**config.mk**
```make
export PLATFORM = sky130hd
export DESIGN_NAME = decomp_fetch_ctrl
export DESIGN_NICKNAME = d
export VERILOG_FILES = /design/src/rtl/decomp_ctrl_pkg.sv /design/src/rtl/decomp_line_buf.sv /design/src/rtl/decomp_fetch_ctrl.sv
export SDC_FILE = /design/constraint.sdc
export NUM_CORES = 1
export LEC_CHECK = 0
export CAP_MARGIN = 20
export CORE_MARGIN = 2
export CORE_UTILIZATION = 35
export CTS_BUF_LIST = sky130_fd_sc_hd__clkbuf_2 sky130_fd_sc_hd__clkbuf_4 sky130_fd_sc_hd__clkbuf_8
export CTS_CLUSTER_DIAMETER = 40
export DETAILED_ROUTE_END_ITERATION = 12
export SKIP_LAST_GASP = 1
export SLEW_MARGIN = 20
export SYNTH_ARGS = -nofsm -noshare
export SYNTH_HDL_FRONTEND = slang
export SYNTH_HIERARCHICAL = 1
export SYNTH_SLANG_ARGS = --single-unit
```
**constraint.sdc**
```tcl
create_clock -name clk -period 11.34 [get_ports clk]
set_input_delay 1.134 -clock clk [delete_from_list [all_inputs] [get_ports clk]]
set_output_delay 1.134 -clock clk [all_outputs]
set_load 0.005 [all_outputs]
```
**src/rtl/decomp_ctrl_pkg.sv**
```systemverilog
// decomp_ctrl_pkg: FSM states, PC step default and line-buffer entry type.
// Entry fields are sized for the widest supported DATA_W (32); PREFETCH exists only with DECOMP_PREFETCH_EN.
package decomp_ctrl_pkg;
   localparam int MAX_W = 32;
   localparam logic [31:0] DEF_PC_STEP = 32'b100;
   typedef enum logic [2:0] {
      IDLE,
      LOOKUP,
      DECODE,
      RESP
`ifdef DECOMP_PREFETCH_EN
      , PREFETCH
`endif
   } state_t;
   typedef struct packed {
      logic             valid;
      logic [MAX_W-1:0] tag;
      logic [MAX_W-1:0] data;
   } entry_t;
endpackage

```
**src/rtl/decomp_line_buf.sv**
```systemverilog
// decomp_line_buf: direct-mapped tag/data store, one async read port, one fill port, flush clears valids.
module decomp_line_buf
   import decomp_ctrl_pkg::*;
#(
   parameter int DEPTH = 4
) (
   input  logic                     clk,
   input  logic                     reset,
   input  logic                     flush,
   input  logic [$clog2(DEPTH)-1:0] rd_idx,
   output entry_t                   rd_entry,
   input  logic                     we,
   input  logic [$clog2(DEPTH)-1:0] wr_idx,
   input  entry_t                   wr_entry
);
   entry_t mem [DEPTH];
   // flush outranks a same-cycle fill so that fill is dropped
   always_ff @(posedge clk)
      if (reset || flush)
         for (int i = 0; i < DEPTH; i++) mem[i].valid <= 1'b0;
      else if (we)
         mem[wr_idx] <= wr_entry;
   assign rd_entry = mem[rd_idx];
endmodule

```
**src/rtl/decomp_fetch_ctrl.sv**
```systemverilog
// decomp_fetch_ctrl: buffered fetch front end for an instruction decompressor.
// Define DECOMP_PREFETCH_EN to enable idle next-line prefetch.
module decomp_fetch_ctrl
   import decomp_ctrl_pkg::*;
#(
   parameter int          DATA_W    = 32,
   parameter logic [31:0] PC_STEP   = DEF_PC_STEP,
   parameter int          BUF_DEPTH = 4
) (
   input  logic              clk,
   input  logic              reset,
   input  logic              cpu_req,
   input  logic [DATA_W-1:0] cpu_pc,
   output logic [DATA_W-1:0] cpu_instr,
   output logic              cpu_valid,
   output logic              dec_req,
   output logic [DATA_W-1:0] dec_pc,
   input  logic              dec_done,
   input  logic [DATA_W-1:0] dec_instr,
   input  logic              flush,
   output logic [15:0]       miss_cnt
);
   localparam int IDX_W = $clog2(BUF_DEPTH);
   state_t state, state_n;
   logic [DATA_W-1:0] req_pc, req_pc_n, dec_pc_n, cpu_instr_n, rd_pc;
   logic dec_req_n, cpu_valid_n, hit, we;
   logic [15:0] miss_n;
   entry_t rd_entry, wr_entry;
`ifdef DECOMP_PREFETCH_EN
   logic seen;
`endif
   // in IDLE the read port probes the next sequential line; otherwise the demand PC
   assign rd_pc = (state == IDLE) ? req_pc + DATA_W'(PC_STEP) : req_pc;
   assign hit = rd_entry.valid && rd_entry.tag == MAX_W'(rd_pc >> (IDX_W + 2));
   assign wr_entry = '{valid: 1'b1, tag: MAX_W'(dec_pc >> (IDX_W + 2)), data: MAX_W'(dec_instr)};
   decomp_line_buf #(.DEPTH(BUF_DEPTH)) u_buf (
      .clk      (clk),
      .reset    (reset),
      .flush    (flush),
      .rd_idx   (rd_pc[IDX_W+1:2]),
      .rd_entry (rd_entry),
      .we       (we),
      .wr_idx   (dec_pc[IDX_W+1:2]),
      .wr_entry (wr_entry)
   );
   always_comb begin
      state_n = state;
      req_pc_n = req_pc;
      dec_req_n = dec_req;
      dec_pc_n = dec_pc;
      cpu_instr_n = cpu_instr;
      cpu_valid_n = 1'b0;
      miss_n = miss_cnt;
      we = 1'b0;
      case (state)
         IDLE:
            if (cpu_req && !cpu_valid) begin
               req_pc_n = cpu_pc;
               state_n = LOOKUP;
            end
`ifdef DECOMP_PREFETCH_EN
            else if (!cpu_req && seen && !hit) begin
               dec_req_n = 1'b1;
               dec_pc_n = rd_pc;
               state_n = PREFETCH;
            end
`endif
         LOOKUP:
            if (hit) begin
               cpu_instr_n = rd_entry.data[DATA_W-1:0];
               state_n = RESP;
            end else begin
               dec_req_n = 1'b1;
               dec_pc_n = req_pc;
               miss_n = miss_cnt + 16'(miss_cnt != 16'hFFFF);
               state_n = DECODE;
            end
         DECODE:
            if (dec_done) begin
               we = 1'b1;
               cpu_instr_n = dec_instr;
               dec_req_n = 1'b0;
               state_n = RESP;
            end
         RESP: begin
            cpu_valid_n = 1'b1;
            state_n = IDLE;
         end
`ifdef DECOMP_PREFETCH_EN
         PREFETCH:
            if (dec_done) begin
               we = 1'b1;
               dec_req_n = 1'b0;
               state_n = IDLE;
            end
`endif
         default: state_n = IDLE;
      endcase
   end
   always_ff @(posedge clk)
      if (reset) begin
         state <= IDLE;
         req_pc <= '0;
         dec_req <= 1'b0;
         dec_pc <= '0;
         cpu_instr <= '0;
         cpu_valid <= 1'b0;
         miss_cnt <= '0;
`ifdef DECOMP_PREFETCH_EN
         seen <= 1'b0;
`endif
      end else begin
         state <= state_n;
         req_pc <= req_pc_n;
         dec_req <= dec_req_n;
         dec_pc <= dec_pc_n;
         cpu_instr <= cpu_instr_n;
         cpu_valid <= cpu_valid_n;
         miss_cnt <= miss_n;
`ifdef DECOMP_PREFETCH_EN
         if (state == LOOKUP) seen <= 1'b1;
`endif
      end
endmodule

```
==> results.txt <==
The run gives 1,423 as the number of nets in the layout. The worst setup path is launched from a flip-flop. The Yosys step of the flow raised 6 warnings. The layout cell share with drive strength beyond 1 was 17.7%. For the fraction of power consumed by combinational cells, the log shows 29.2%.

For this design the static power due to leakage is 6.94 nW. The tools report the count of unique library cells instantiated by Yosys as 60. The initialized floorplan defines 78 standard-cell rows. The top cell types in the final layout, fill and taps aside, are sky130_fd_sc_hd__edfxtp_1, sky130_fd_sc_hd__clkdlybuf4s50_1, sky130_fd_sc_hd__dfxtp_1. Of all nets on the critical path, the largest fanout is 64. The hold-fix buffer count after cts came out at 0. The share of the clock period used by the worst path was 49.7%; the switching share of power was 31.9%. The reg2reg setup slack came out at 5.71 ns. The synthesized design contains 260 enable-type register cells. Across all layers, the routed design uses 10,372 vias. The end of the worst register-to-register path is cpu_instr[23]$_SDFFE_PP0P_. Setup repair after global routing left no endpoint under its margin. The setup skew after layout was 0.0155 ns.

Counting along the longest clock path gives a buffer depth of 3. The classification of the worst setup path was reg2reg. After clock tree synthesis, the clock-pin slew on the worst setup and hold paths is 0.07 ns. Detailed placement ended at an HPWL of 24.6 mm. The clock tree synthesis step divided the H-tree into 3 levels. The tools report the initial core utilization as 35.7%. The proportion of register bits with asynchronous set or reset after synthesis works out to 0%. The final layout contains routed wiring with a total length of 40.5 mm. Summed over all layers, the global routing overflow is 0. In this run the worst hold path is classified as reg2reg. By area the synthesized netlist is led by sky130_fd_sc_hd__edfxtp_1, sky130_fd_sc_hd__dfxtp_1, sky130_fd_sc_hd__mux4_2. Setup violations remaining at the end of the flow were counted as 0. Summing every instance area after synthesis gives 16,200 µm².

The run gives 30.4% as the relative contribution of the clock network to total power. The first-iteration detailed-routing DRC count is 728. In this run the worst setup path begins at state[0]$_SDFFE_PP0P_. The run gives 5.69 ns as the setup slack after placement.

For this design the ratio of total power to cell area is 211 nW/µm². The die is 219 µm tall. The worst register-to-register path begins at state[0]$_SDFFE_PP0P_. After synthesis, the largest area contributor takes up 48.0% of total cell area.

For this design the top-level I/O count stands at 151. Buffers placed on the I/O ports in this run total 150. The total of max-cap violations was 0; the minimum clock period after layout was 5.63 ns.

The worst hold margin came out at 0.462 ns. The die is 219 µm wide. Relative contribution of sequential cells to total power: 40.4%. The kind of capture point of the worst setup path is a flip-flop.

In the routed design, unresolved DRC markers number 0. The gate count of the mapped netlist was 1,188. Entering global routing, the biggest net connects 75 pins. Counting flops and latches in the post-synthesis netlist gives 376. The number of antenna violations at the first check in global routing came out at 3. Buffers inserted during clock tree synthesis total 66.

The count of nets left with antenna violations once routing finished came out at 0. For the via count of the first global-routing pass, the log shows 10,679. The capture point of the worst path is cpu_instr[23]$_SDFFE_PP0P_.

The worst pin sits at a relative slew slack of 25.4%. The logic depth of the worst register-to-register path was 15. In this run the power spent charging and discharging nets is 1.32 mW.

The number of gates resized after CTS was 0. Setup slack on the critical path of the routed design comes to 5.71 ns. TritonCTS built the clock tree. For the final routed database, the setup TNS stands at 0 ns. Data on the critical path is required at its endpoint by 11.82 ns.

Averaged over all synthesized cells, the footprint is 13.7 µm². The flow ran to the end, and the final reports show no timing, DRC or antenna violations. The layout overhead on the synthesized area is 20.4%, and the achievable frequency is 0.177 GHz.

The tree built by TritonCTS fans out to 376 sinks. In this run the clock root is driven by a sky130_fd_sc_hd__clkbuf_8. The post-CTS repair timing setup buffer count is 0. The dominant register cell in the synthesized netlist is sky130_fd_sc_hd__edfxtp_1. Leaving out fill and tap cells, the most frequent cell in the layout is sky130_fd_sc_hd__edfxtp_1. The total count of max-transition violations in the final report is 0, and the internal power is 2.82 mW. The first detailed-routing pass ran for 5 iterations. The logs give 0.58 ns for the clock latency on the worst-skew pair and 0 for the count of antenna diodes in the layout. Final weighted congestion in routability-driven placement: 0.763.

The leading area contributor after synthesis is sky130_fd_sc_hd__edfxtp_1. The final total power was 4.13 mW; the worst-margin pin slew was 1.12 ns. In this run the standard cell core region covers 45,600 µm². VDD sags by at most 0.144 mV.

The final count of hold timing violations came out at 0. The first-pass GRT wire length is 62.1 mm. For the worst setup path, the data arrival time is 6.11 ns. After detailed routing, the average wire length per cell comes to 20.3 µm. Summing the sequential cell areas from Yosys gives 62.3% of the chip area. Fill cells in the final layout number 4,175. The detailed-route vias per instance was 5.19. The total routing usage reported by global routing is 16.9%. The floorplan step defined a die boundary enclosing 48,200 µm².
-- state kept, by name, summed over array words and instances (netlist names) --
| name | cells |
|---|---|
| u_buf/mem | 260 |
| cpu_instr | 32 |
| dec_pc | 32 |
| req_pc | 32 |
| miss_cnt | 16 |
| state | 2 |
| cpu_valid | 1 |
| dec_req | 1 |
-- stage by stage --
stage | std cells | utilization, % | instance area, µm²
final | 1997 | 42.9 | 19600
after global routing | 1997 | 42.9 | 19600
after CTS | 1997 | 42.9 | 19600
after detailed placement | 1878 | 40.0 | 18200
after global placement | 1878 | 40.0 | 18200
after floorplan | 1193 | - | 16300
-- power by group through the flow --
stage | combinational, mW | clock (mW) | sequential, mW
final | 1.21 | 1.26 | 1.67
after floorplan | 0.902 | 0 | 1.66
after global routing | 1.32 | 1.35 | 1.69
after global placement | 1.21 | 0 | 1.70
after detailed placement | 1.23 | 0 | 1.70
after CTS | 1.23 | 1.29 | 1.67
-- worst min path at each step --
stage                          startpoint                    endpoint  depth (start not counted)
2_1_floorplan      req_pc[0]$_SDFFE_PP0P_      req_pc[0]$_SDFFE_PP0P_                          2
3_3_place_gp    cpu_instr[5]$_SDFFE_PP0P_   cpu_instr[5]$_SDFFE_PP0P_                          2
3_5_place_dp    cpu_instr[3]$_SDFFE_PP0P_   cpu_instr[3]$_SDFFE_PP0P_                          2
4_1_cts         cpu_instr[3]$_SDFFE_PP0P_   cpu_instr[3]$_SDFFE_PP0P_                          2
5_1_grt        cpu_instr[16]$_SDFFE_PP0P_  cpu_instr[16]$_SDFFE_PP0P_                          2
6_report        cpu_instr[1]$_SDFFE_PP0P_   cpu_instr[1]$_SDFFE_PP0P_                          2
-- area by class of cell --
type / count / area, µm² / area share [%]
Sequential cell: 376 / 10100 / 51.8
Multi-Input combinational cell: 686 / 5520 / 28.2
Timing Repair Buffer: 169 / 1650 / 8.41
Clock buffer: 98 / 1220 / 6.22
Tap cell: 600 / 751 / 3.84
Inverter: 47 / 176 / 0.902
Clock inverter: 21 / 131 / 0.671
-- metal layers --
| layer | track usage, % | up-vias | part of all wire, % |
|---|---|---|---|
| li1 | - | 4810 | - |
| met1 | 22.5 | 5161 | 45 |
| met2 | 27.6 | 316 | 47 |
| met3 | 4.17 | 79 | 6.5 |
| met4 | 4.75 | 6 | 1.9 |
| met5 | 0 | - | 0.067 |
-- Yosys cell counts (3+ instances only) --
cell,instances
sky130_fd_sc_hd__ha_1,8
sky130_fd_sc_hd__buf_6,7
sky130_fd_sc_hd__edfxtp_1,260
sky130_fd_sc_hd__o31ai_1,15
sky130_fd_sc_hd__nor2_1,16
sky130_fd_sc_hd__buf_4,9
sky130_fd_sc_hd__o22ai_1,34
sky130_fd_sc_hd__a21oi_1,53
sky130_fd_sc_hd__and4_1,4
sky130_fd_sc_hd__a31oi_1,4
sky130_fd_sc_hd__a221oi_2,30
sky130_fd_sc_hd__xor2_1,21
sky130_fd_sc_hd__mux2_2,5
sky130_fd_sc_hd__nor3_1,13
sky130_fd_sc_hd__nand4_1,13
sky130_fd_sc_hd__clkbuf_1,42
sky130_fd_sc_hd__nor4_1,8
sky130_fd_sc_hd__nand2_1,88
sky130_fd_sc_hd__clkbuf_2,3
sky130_fd_sc_hd__nor2b_1,37
sky130_fd_sc_hd__or4_1,14
sky130_fd_sc_hd__dfxtp_1,116
sky130_fd_sc_hd__mux4_2,65
sky130_fd_sc_hd__and2_1,67
sky130_fd_sc_hd__or3_1,7
sky130_fd_sc_hd__and3_1,8
sky130_fd_sc_hd__buf_2,17
sky130_fd_sc_hd__xnor2_1,12
sky130_fd_sc_hd__o21ai_0,76
sky130_fd_sc_hd__inv_1,47
sky130_fd_sc_hd__nand3_1,15
sky130_fd_sc_hd__nand2b_1,36
sky130_fd_sc_hd__buf_12,5
-- cell families (layout without fill, tap and decap cells) --
family / count (synthesis) / after routing / share of synthesized area (%)
buffers and inverters: 131 / 335 / 4.21
XOR/XNOR: 33 / 33 / 1.78
AO/OA/AOI/OAI: 228 / 228 / 9.81
multiplexers: 71 / 71 / 9.42
flip-flops: 376 / 376 / 62.3
other: 2 / 7 / 0.0462
AND/OR/NAND/NOR: 339 / 339 / 11.8
adder cells (fa/ha/maj): 8 / 8 / 0.616
-- critical path, stage by stage, from the launching register on --
cell and delay [ns]:
sky130_fd_sc_hd__dfxtp_1 0.39, sky130_fd_sc_hd__inv_1 0.09, sky130_fd_sc_hd__ha_1 0.37, sky130_fd_sc_hd__mux2_2 0.77
sky130_fd_sc_hd__buf_4 0.69, sky130_fd_sc_hd__mux4_2 0.42, sky130_fd_sc_hd__nor4_1 0.29, sky130_fd_sc_hd__nand2_1 0.13
sky130_fd_sc_hd__a2111oi_0 0.38, sky130_fd_sc_hd__nand4_1 0.14, sky130_fd_sc_hd__nor4_1 0.21, sky130_fd_sc_hd__and4b_2 0.27
sky130_fd_sc_hd__buf_4 0.53, sky130_fd_sc_hd__o21ai_4 0.06, sky130_fd_sc_hd__buf_4 0.34, sky130_fd_sc_hd__a221oi_1 0.36
Power figures use the tool's default switching activity.
